**config.mk**
```make
export PLATFORM = sky130hd
export DESIGN_NAME = fifo_selftest_gen
export DESIGN_NICKNAME = d
export VERILOG_FILES = /design/src/rtl/fifo_selftest_gen.sv
export SDC_FILE = /design/constraint.sdc
export NUM_CORES = 1
export LEC_CHECK = 0
export BUFFER_PORTS_ARGS = -buffer_cell sky130_fd_sc_hd__buf_2
export CAP_MARGIN = 10
export CORE_ASPECT_RATIO = 0.5
export CORE_MARGIN = 2
export CORE_UTILIZATION = 50
export DETAILED_ROUTE_END_ITERATION = 16
export PLACE_DENSITY_LB_ADDON = 0.05
export SLEW_MARGIN = 20
export SYNTH_ARGS = -nofsm -noshare
export SYNTH_HDL_FRONTEND = slang
export SYNTH_SLANG_ARGS = --single-unit
```
**constraint.sdc**
```tcl
create_clock -name clk -period 3.5 [get_ports clk]
set_input_delay 0.525 -clock clk [delete_from_list [all_inputs] [get_ports clk]]
set_output_delay 0.525 -clock clk [all_outputs]
set_load 0.01 [all_outputs]
```
**src/rtl/fifo_selftest_gen.sv**
```systemverilog
// fifo_selftest_gen
// FIFO loop-back self-test engine. A pattern generator fills an internal
// synchronous FIFO, a checker drains it and compares each word against an
// identical local generator. The write and read gaps throttle each side
// independently, so a run can push the FIFO to full or keep it near empty.
//
// Ports
//   clk, reset          single clock, synchronous active-high reset
//   start, pattern_sel  launch a run (IDLE/DONE only); pattern choice
//   wr_gap, rd_gap      idle cycles inserted after each write / read
//   inject_err          pulse: flip bit 0 of the next written word
//   busy, done, pass    run status
//   error_flag, err_count, first_err_*  mismatch reporting
//   fifo_full, fifo_empty, fifo_level, debug_data_out  FIFO observation
//
// Build option: FIFO_SELFTEST_PRBS_EN compiles in the PRBS31 (x^31+x^28+1)
// generator/checker. Without it the counter pattern is always used.
//
// state  | meaning
// IDLE   | after reset, waiting for start
// RUN    | generator writing, checker reading
// DRAIN  | all words written, checker emptying the FIFO
// DONE   | results held until next start
module fifo_selftest_gen #(
    parameter int DATA_W     = 8,
    parameter int DEPTH_LOG2 = 4,
    parameter int TEST_LEN   = 256,
    parameter int CNT_W      = 16
) (
    input  logic                  clk,
    input  logic                  reset,
    input  logic                  start,
    input  logic                  pattern_sel,
    input  logic [3:0]            wr_gap,
    input  logic [3:0]            rd_gap,
    input  logic                  inject_err,
    output logic                  busy,
    output logic                  done,
    output logic                  pass,
    output logic                  error_flag,
    output logic [CNT_W-1:0]      err_count,
    output logic [CNT_W-1:0]      first_err_idx,
    output logic [DATA_W-1:0]     first_err_data,
    output logic [DATA_W-1:0]     first_err_expect,
    output logic                  fifo_full,
    output logic                  fifo_empty,
    output logic [DEPTH_LOG2:0]   fifo_level,
    output logic [DATA_W-1:0]     debug_data_out
);
    localparam int DEPTH = 1 << DEPTH_LOG2;
    localparam logic [1:0] S_IDLE  = 2'd0;
    localparam logic [1:0] S_RUN   = 2'd1;
    localparam logic [1:0] S_DRAIN = 2'd2;
    localparam logic [1:0] S_DONE  = 2'd3;
    localparam logic [CNT_W-1:0] LEN = CNT_W'(TEST_LEN);

    logic [1:0]            state_q, state_d;
    logic [DEPTH_LOG2-1:0] wr_ptr_q, wr_ptr_d, rd_ptr_q, rd_ptr_d;
    logic [DEPTH_LOG2:0]   level_q, level_d;
    logic [CNT_W-1:0]      wr_cnt_q, wr_cnt_d, chk_cnt_q, chk_cnt_d;
    logic [3:0]            wr_gap_cnt_q, wr_gap_cnt_d, rd_gap_cnt_q, rd_gap_cnt_d;
    logic [CNT_W-1:0]      err_cnt_q, err_cnt_d, first_idx_q, first_idx_d;
    logic                  err_flag_q, err_flag_d;
    logic [DATA_W-1:0]     first_data_q, first_data_d, first_exp_q, first_exp_d;
    logic                  inj_pend_q, inj_pend_d, chk_pend_q, chk_pend_d;
    logic [DATA_W-1:0]     rd_data_q, rd_data_d;
    logic [DATA_W-1:0]     wr_pat_q, wr_pat_d, chk_pat_q, chk_pat_d;
    logic [DATA_W-1:0]     mem_q [DEPTH];

    logic run_start, is_busy, full, empty, wr_en, rd_en, inj_now;
    logic [DATA_W-1:0] wr_word, chk_word, wr_data;

`ifdef FIFO_SELFTEST_PRBS_EN
    logic [30:0] wr_lfsr_q, wr_lfsr_d, chk_lfsr_q, chk_lfsr_d;
    logic        pat_sel_q, pat_sel_d;

    function automatic logic [30:0] lfsr_step(input logic [30:0] s);
        return {s[29:0], s[30] ^ s[27]};
    endfunction
`else
    logic unused_pattern_sel;
    assign unused_pattern_sel = pattern_sel;
`endif

    assign run_start = start && (state_q == S_IDLE || state_q == S_DONE);
    assign is_busy   = (state_q == S_RUN) || (state_q == S_DRAIN);
    assign full      = (level_q == (DEPTH_LOG2+1)'(DEPTH));
    assign empty     = (level_q == '0);
    assign wr_en     = (state_q == S_RUN) && !full && (wr_cnt_q < LEN) && (wr_gap_cnt_q == 4'd0);
    assign rd_en     = is_busy && !empty && (rd_gap_cnt_q == 4'd0);
    // A pulse coinciding with a write corrupts that same write.
    assign inj_now   = inj_pend_q || (inject_err && is_busy);

`ifdef FIFO_SELFTEST_PRBS_EN
    assign wr_word  = pat_sel_q ? wr_lfsr_q[DATA_W-1:0]  : wr_pat_q;
    assign chk_word = pat_sel_q ? chk_lfsr_q[DATA_W-1:0] : chk_pat_q;
`else
    assign wr_word  = wr_pat_q;
    assign chk_word = chk_pat_q;
`endif
    assign wr_data = wr_word ^ DATA_W'(inj_now);

    always_comb begin
        state_d      = state_q;
        wr_ptr_d     = wr_ptr_q;
        rd_ptr_d     = rd_ptr_q;
        level_d      = level_q;
        wr_cnt_d     = wr_cnt_q;
        chk_cnt_d    = chk_cnt_q;
        wr_gap_cnt_d = wr_gap_cnt_q;
        rd_gap_cnt_d = rd_gap_cnt_q;
        err_cnt_d    = err_cnt_q;
        err_flag_d   = err_flag_q;
        first_idx_d  = first_idx_q;
        first_data_d = first_data_q;
        first_exp_d  = first_exp_q;
        inj_pend_d   = inj_pend_q;
        chk_pend_d   = 1'b0;
        rd_data_d    = rd_data_q;
        wr_pat_d     = wr_pat_q;
        chk_pat_d    = chk_pat_q;
`ifdef FIFO_SELFTEST_PRBS_EN
        wr_lfsr_d    = wr_lfsr_q;
        chk_lfsr_d   = chk_lfsr_q;
        pat_sel_d    = pat_sel_q;
`endif
        if (run_start) begin
            state_d      = S_RUN;
            wr_ptr_d     = '0;
            rd_ptr_d     = '0;
            level_d      = '0;
            wr_cnt_d     = '0;
            chk_cnt_d    = '0;
            wr_gap_cnt_d = '0;
            rd_gap_cnt_d = '0;
            err_cnt_d    = '0;
            err_flag_d   = 1'b0;
            first_idx_d  = '0;
            first_data_d = '0;
            first_exp_d  = '0;
            inj_pend_d   = 1'b0;
            wr_pat_d     = '0;
            chk_pat_d    = '0;
`ifdef FIFO_SELFTEST_PRBS_EN
            wr_lfsr_d    = '1;
            chk_lfsr_d   = '1;
            pat_sel_d    = pattern_sel;
`endif
        end else begin
            case (state_q)
                S_RUN:   if (wr_cnt_q == LEN) state_d = S_DRAIN;
                S_DRAIN: if (chk_cnt_q == LEN) state_d = S_DONE;
                default: state_d = state_q;
            endcase

            if (wr_en) begin
                wr_ptr_d     = wr_ptr_q + 1'b1;
                wr_cnt_d     = wr_cnt_q + 1'b1;
                wr_gap_cnt_d = wr_gap;
                wr_pat_d     = wr_pat_q + 1'b1;
                inj_pend_d   = 1'b0;
`ifdef FIFO_SELFTEST_PRBS_EN
                wr_lfsr_d    = lfsr_step(wr_lfsr_q);
`endif
            end else begin
                inj_pend_d = inj_now;
                if (wr_gap_cnt_q != 4'd0) wr_gap_cnt_d = wr_gap_cnt_q - 4'd1;
            end

            if (rd_en) begin
                rd_ptr_d     = rd_ptr_q + 1'b1;
                rd_gap_cnt_d = rd_gap;
                rd_data_d    = mem_q[rd_ptr_q];
                chk_pend_d   = 1'b1;
            end else if (rd_gap_cnt_q != 4'd0) begin
                rd_gap_cnt_d = rd_gap_cnt_q - 4'd1;
            end

            case ({wr_en, rd_en})
                2'b10:   level_d = level_q + 1'b1;
                2'b01:   level_d = level_q - 1'b1;
                default: level_d = level_q;
            endcase

            // Word read on the previous edge is compared now.
            if (chk_pend_q) begin
                chk_cnt_d = chk_cnt_q + 1'b1;
                chk_pat_d = chk_pat_q + 1'b1;
`ifdef FIFO_SELFTEST_PRBS_EN
                chk_lfsr_d = lfsr_step(chk_lfsr_q);
`endif
                if (rd_data_q != chk_word) begin
                    err_flag_d = 1'b1;
                    if (err_cnt_q != '1) err_cnt_d = err_cnt_q + 1'b1;
                    if (!err_flag_q) begin
                        first_idx_d  = chk_cnt_q;
                        first_data_d = rd_data_q;
                        first_exp_d  = chk_word;
                    end
                end
            end
        end
    end

    always_ff @(posedge clk) begin
        if (reset) begin
            state_q      <= S_IDLE;
            wr_ptr_q     <= '0;
            rd_ptr_q     <= '0;
            level_q      <= '0;
            wr_cnt_q     <= '0;
            chk_cnt_q    <= '0;
            wr_gap_cnt_q <= '0;
            rd_gap_cnt_q <= '0;
            err_cnt_q    <= '0;
            err_flag_q   <= 1'b0;
            first_idx_q  <= '0;
            first_data_q <= '0;
            first_exp_q  <= '0;
            inj_pend_q   <= 1'b0;
            chk_pend_q   <= 1'b0;
            rd_data_q    <= '0;
            wr_pat_q     <= '0;
            chk_pat_q    <= '0;
`ifdef FIFO_SELFTEST_PRBS_EN
            wr_lfsr_q    <= '1;
            chk_lfsr_q   <= '1;
            pat_sel_q    <= 1'b0;
`endif
        end else begin
            state_q      <= state_d;
            wr_ptr_q     <= wr_ptr_d;
            rd_ptr_q     <= rd_ptr_d;
            level_q      <= level_d;
            wr_cnt_q     <= wr_cnt_d;
            chk_cnt_q    <= chk_cnt_d;
            wr_gap_cnt_q <= wr_gap_cnt_d;
            rd_gap_cnt_q <= rd_gap_cnt_d;
            err_cnt_q    <= err_cnt_d;
            err_flag_q   <= err_flag_d;
            first_idx_q  <= first_idx_d;
            first_data_q <= first_data_d;
            first_exp_q  <= first_exp_d;
            inj_pend_q   <= inj_pend_d;
            chk_pend_q   <= chk_pend_d;
            rd_data_q    <= rd_data_d;
            wr_pat_q     <= wr_pat_d;
            chk_pat_q    <= chk_pat_d;
`ifdef FIFO_SELFTEST_PRBS_EN
            wr_lfsr_q    <= wr_lfsr_d;
            chk_lfsr_q   <= chk_lfsr_d;
            pat_sel_q    <= pat_sel_d;
`endif
        end
    end

    // Storage is not reset; pointers and level define what is valid.
    always_ff @(posedge clk) begin
        if (wr_en) mem_q[wr_ptr_q] <= wr_data;
    end

    assign busy             = is_busy;
    assign done             = (state_q == S_DONE);
    assign pass             = (state_q == S_DONE) && (err_cnt_q == '0);
    assign error_flag       = err_flag_q;
    assign err_count        = err_cnt_q;
    assign first_err_idx    = first_idx_q;
    assign first_err_data   = first_data_q;
    assign first_err_expect = first_exp_q;
    assign fifo_full        = full;
    assign fifo_empty       = empty;
    assign fifo_level       = level_q;
    assign debug_data_out   = rd_data_q;
endmodule

```
# == Yosys cells after proc, flatten, opt, wreduce, memory -nomap -nowiden ==
# Memory sizes are Yosys's and may differ from the RTL's. A register that Yosys moved wholly into a read port is not among the register bits.
# Cells that the tools add are included.
# word_totals
memories,1
output_inout_bits,67
reg_bits,122
inputBits,13
ramBits,128
# memory_table
name,depth,width,read_ports,rd_clocked_by_memory_dff,write_ports,line,source
mem_q,16,8,1,1,1,68,logic [DATA_W-1:0] mem_q [DEPTH];
# classes
n_reduce_logical,33
order_cmp,1
n_eq_ne,14
mux,12
n_addsub,11
bitwise,3
# op_table
op,count
adder 16 x 1 -> 16 bit (second input constant),3
equality test 16 x 9 -> 1 bit (second input constant),2
adder 8 x 1 -> 8 bit (second input constant),2
zero test 16 bit,1
< comparator 16 x 9 -> 1 bit (second input constant),1
2-to-1 mux 4 bit,4
!= test 16 bit (second input constant),1
AND reduction 3 bit,4
case mux 5 bit (2 select lines),1
adder 4 x 1 -> 4 bit (second input constant),2
logical AND 1 bit,8
zero test 4 bit,2
!= test 8 bit,1
nonzero test 2 bit,4
nonzero test 4 bit,2
subtractor 4 x 1 -> 4 bit (second input constant),2
XOR 8 x 1 -> 8 bit,1
equality test 2 bit (second input constant),3
!= test 3 x 2 -> 1 bit (second input constant),2
adder 5 x 1 -> 5 bit (second input constant),1
equality test 5 bit (second input constant),1
zero test 5 bit,1
subtractor 5 x 1 -> 5 bit (second input constant),1
equality test 2 x 1 -> 1 bit (second input constant),2
other kinds (12),22

# == Longest topological paths before layout ==
# depth
ltp_word,7
ltp_mapped,13
mapped_depth_nobuf,13

# == Least setup slack after synthesis ==
# Ideal clock, no wire load.
# synth_timing
path_type,register to register
from,"register level_q[0], in the netlist fifo_level[0]"
to,"register level_q[4], in the netlist fifo_level[4]"
path_stages_with_launch,13
path_slack_ps,372
t_arrival_ps,3058
period_less_slack_ps,3128
setup_ps,70
cell_sequence,dfxtp_1 -> or4_1 -> buf_2 -> o211a_1 -> buf_2 -> buf_2 -> ha_1 -> fa_1 -> a21o_1 -> a21oi_1 -> xor2_1 -> or3_1 -> a21oi_1
# synth_via
word_cells_on_any_way,15
cone_classes,add/sub: 2; eq/ne: 3; mux: 1; reduce/logical: 9
# synth_rtl
item,line,source
start: declaration,59,"logic [DEPTH_LOG2:0] level_q, level_d;"
start signal: assignment,234,level_q <= level_d;
zero test 5 bit (*),88,assign empty = (level_q == '0);
zero test 1 bit (*),90,assign rd_en = is_busy && !empty && (rd_gap_cnt_q == 4'd0);
logical AND 1 bit (*) (2 in a row),90,
via rd_en,70,"logic run_start, is_busy, full, empty, wr_en, rd_en, inj_now;"
equality test 2 x 1 -> 1 bit or equality test 2 bit (tied branches),179,"case ({wr_en, rd_en})"
case mux 5 bit (2 select lines) or nonzero test 2 bit (tied branches),n/a,
# The timed path passes the listed nets; every way through them passes the cells marked *.
# A chain may end at the register's enable or synchronous reset.

# == Worst setup path after layout ==
# layout_timing
from,"register level_q[0], in the netlist fifo_level[0]"
to,"register level_q[4], in the netlist fifo_level[4]"
# layout_via
elab_chain_cells,7
word_cells_on_any_way,15
cone_classes,add/sub: 2; eq/ne: 3; mux: 1; reduce/logical: 9
# layout_rtl
item,line,source
equality test 5 bit,87,assign full = (level_q == (DEPTH_LOG2+1)'(DEPTH));
zero test 1 bit,89,assign wr_en = (state_q == S_RUN) && !full && (wr_cnt_q < LEN) && (wr_gap_cnt_q == 4'd0);
logical AND 1 bit (3 in a row),89,
equality test 2 x 1 -> 1 bit or equality test 2 bit (tied branches),179,
case mux 5 bit (2 select lines) or nonzero test 2 bit (tied branches),n/a,
# Several ways; a longest one is shown, not always the timed one.

==> flow_metrics.env <==
export IMPL_status="finished clean"
export IMPL_wl_met3_um=1120
export IMPL_hpwlAfterDp_um=15100
export IMPL_multi_input_area_um2=4090
export IMPL_drt_pre_antenna_iters=4
export IMPL_grt_total_usage=0.210
export IMPL_clk_pin_slew_ns=0.07
export IMPL_netlist_area_um2=10800
export IMPL_reg2reg_slack_ns=0.28
export IMPL_vias=6909
export IMPL_synth_cell_type_count=58
export IMPL_fin_crit_sh=0.919
export IMPL_syn_avg_cell_area_um2=12.5
export IMPL_grt_pass1_wl_um=37000
export IMPL_drc=0
export IMPL_syn_to_final_growth_pct=14.2
export IMPL_vdd_drop_max_mv=0.354
export IMPL_numCtsBuffers=23
export IMPL_postRouteAntennaNets=0
export IMPL_grt_start_max_net_pins=108
export IMPL_final_cells=1234
export IMPL_drtIter0Drc=383
export IMPL_die_area_um2=22800
export IMPL_viasPerCell=5.60
export IMPL_num_rows=37
export IMPL_post_cts_buffers=0
export IMPL_die_h_um=108
export IMPL_io_pins=80
export IMPL_finalNetCount=983
export IMPL_routedWlPerCell_um=18.7
export IMPL_p_per_area_nw_per_um2=588
export IMPL_port_buffers=78
export IMPL_h_tree_depth=1
export IMPL_synth_top_area_frac=0.356
export IMPL_synth_nets=903
export IMPL_synth_area_leaders="edfxtp_1 (36%), dfxtp_1 (24%), mux4_2 (6.7%)"
export IMPL_cts_root_buf="clkbuf_16"
export IMPL_routed_wl_um=23000
export IMPL_rsz0062_at_grt="false"
export IMPL_yosysWarnings=0
export IMPL_grt_ovfl_total=0
export IMPL_cts_tree="done"
export IMPL_seq_area_frac_synth=0.598
export IMPL_setup_viol=0
export IMPL_path_max_fanout=7
export IMPL_endpoint_kind="flop"
export IMPL_synth_cells=864
export IMPL_cts_sinks=258
export IMPL_worstSetupPathType="flop to flop"
export IMPL_cp_required_ns=3.93
export IMPL_ys_ff_latch=258
export IMPL_dr_wl_met2_um=10200
export IMPL_arrival_ns=3.65
export IMPL_wl_met1_um=11300
export IMPL_gp_congestion=0.837
export IMPL_relSlewSlack=0.428
export IMPL_fillCellCount=1741
export IMPL_leakage_nw=4.60
export IMPL_clock_fmax_ghz=0.311
export IMPL_worst_pin_slew_ns=0.855
export IMPL_min_period_ns=3.22
export IMPL_grt_pass1_vias=6823
export IMPL_hold_viol_final=0
export IMPL_dieWidth_um=212
export IMPL_ctsHoldBuffers=0
export IMPL_synthFlopType="dfxtp_1"
export IMPL_final_max_slew_viol_count=0
export IMPL_dp_cells=1191
export IMPL_start_kind="flop"
export IMPL_clk_path_buf_depth=3
export IMPL_fin_setup_tns_ns=0
export IMPL_initial_core_util=0.518
export IMPL_core_area_um2=20800
export IMPL_fin_skew_ns=0.0148
export IMPL_max_cap_violations=0
export IMPL_synth_edf_count=128
export IMPL_yosysTopAreaCell="edfxtp_1"
export IMPL_antenna_found_initial=5
export IMPL_cts_resized_gates=0
export IMPL_async_reset_ff_frac=0
export IMPL_hp_class="input pin to flop"
export IMPL_drive_above_1_share=0.188
export IMPL_top_layer_used="met5"
export IMPL_regArea_um2=6450
export IMPL_clock_latency_ns=0.51
export IMPL_utilization=0.591
stage by stage:
stage          hold slack, ns  power [W]  worst slack (ns)  instance area [um^2]
2_1_floorplan           0.439    0.00430             0.372                 10800
3_3_place_gp            0.459    0.00460             0.443                 11500
3_5_place_dp            0.465    0.00464             0.422                 11500
4_1_cts                 0.235    0.00729             0.285                 12300
5_1_grt                 0.245    0.00756             0.111                 12300
6_report                0.251    0.00725             0.282                 12300
where the power goes:
group / switching [W] / internal, W / total (W)
clock: 0.00109 / 0.00156 / 0.00265
combinational: 0.000758 / 0.000428 / 0.00119
sequential: 0.0000932 / 0.00331 / 0.00341
cell families after synthesis:
logic type | count (synthesis) | share of synthesized area
simple gates | 280 | 0.130
flops | 258 | 0.598
compound gates | 105 | 0.0653
mux | 81 | 0.112
buf+inv | 66 | 0.0249
xor+xnor | 48 | 0.0390
fa+ha+maj | 26 | 0.0309
cell type report:
type                            count  area share
Timing Repair Buffer               98      0.0455
Sequential cell                   258       0.524
Inverter                           23     0.00701
Clock inverter                     10      0.0127
Multi-Input combinational cell    540       0.332
Tap cell                          273      0.0277
Antenna cell                        3    0.000610
Clock buffer                       29      0.0510
cells in the mapped netlist, types with 2 or more instances:
cell / n
dfxtp_1: 130
ha_1: 25
o21ai_0: 18
a21o_1: 3
o31ai_1: 6
or4_1: 5
buf_2: 11
a31oi_1: 2
or3_1: 19
a211oi_1: 6
xnor2_1: 29
nand3_1: 18
a22oi_1: 17
mux2i_1: 49
xor2_1: 19
mux4_2: 32
o41ai_1: 3
clkbuf_1: 26
nand2b_1: 6
edfxtp_1: 128
nand4_1: 18
inv_1: 22
nor3_1: 16
and3_1: 7
nor4b_1: 4
o311ai_0: 3
nor2_1: 106
buf_1: 5
o211ai_1: 4
nor2b_1: 5
nor4_1: 9
nand2_1: 44
a21oi_1: 33
and4_1: 3
and2_1: 10
metal layers:
| layer | up-vias | track usage |
|---|---|---|
| met5 | - | 0 |
| met4 | 4 | 0.0453 |
| met3 | 30 | 0.0458 |
| met2 | 115 | 0.326 |
| met1 | 3401 | 0.303 |
| li1 | 3359 | - |
registers in the layout (all words and copies together) (netlist names), 2 cells and up:
name,flops
rd_ptr_q,4
wr_cnt_q,16
wr_ptr_q,4
rd_gap_cnt_q,4
debug_data_out,8
state_q,2
wr_pat_q,8
mem_q,128
first_err_idx,16
first_err_expect,8
chk_pat_q,8
wr_gap_cnt_q,4
chk_cnt_q,16
err_count,16
first_err_data,8
fifo_level,5
path summary, 6_finish.rpt:
path | start | endpoint | cells after the start
min reg2reg | wr_cnt_q[10] | wr_cnt_q[10] | 1
min | wr_gap[3] | wr_gap_cnt_q[3] | 3
max reg2reg | fifo_level[0] | fifo_level[4] | 11
max | fifo_level[0] | fifo_level[4] | 11
critical path: stages (launching register included):
cell	delay (ns)
dfxtp_1	0.36
or4_1	0.66
o2111ai_4	0.27
nor2_4	0.05
inv_2	0.13
ha_1	0.32
ha_1	0.32
a21o_1	0.19
a21oi_1	0.22
xor2_1	0.13
or3_1	0.33
a21oi_1	0.15
placed cells by master, fill, tap and decap left out, types with 4 or more instances in the layout:
cell type | synthesis | layout
dfxtp_1 | 130 | 129
edfxtp_1 | 128 | 128
nor2_1 | 106 | 106
buf_2 | 11 | 78
mux2i_1 | 49 | 49
nand2_1 | 44 | 44
a21oi_1 | 33 | 33
mux4_2 | 32 | 32
xnor2_1 | 29 | 29
ha_1 | 25 | 25
clkbuf_16 | 0 | 23
inv_1 | 22 | 22
xor2_1 | 19 | 19
or3_1 | 19 | 19
buf_4 | 0 | 19
nand3_1 | 18 | 18
nand4_1 | 18 | 18
o21ai_0 | 18 | 18
a22oi_1 | 17 | 17
nor3_1 | 16 | 16
and2_1 | 10 | 10
nor4_1 | 9 | 9
and3_1 | 7 | 7
nand2b_1 | 6 | 6
o31ai_1 | 6 | 6
a211oi_1 | 6 | 6
or4_1 | 5 | 5
nor2b_1 | 5 | 5
nor4b_1 | 4 | 4
o211ai_1 | 4 | 4
bufinv_16 | 0 | 4
Note: power is estimated with default switching activity, not from simulation.
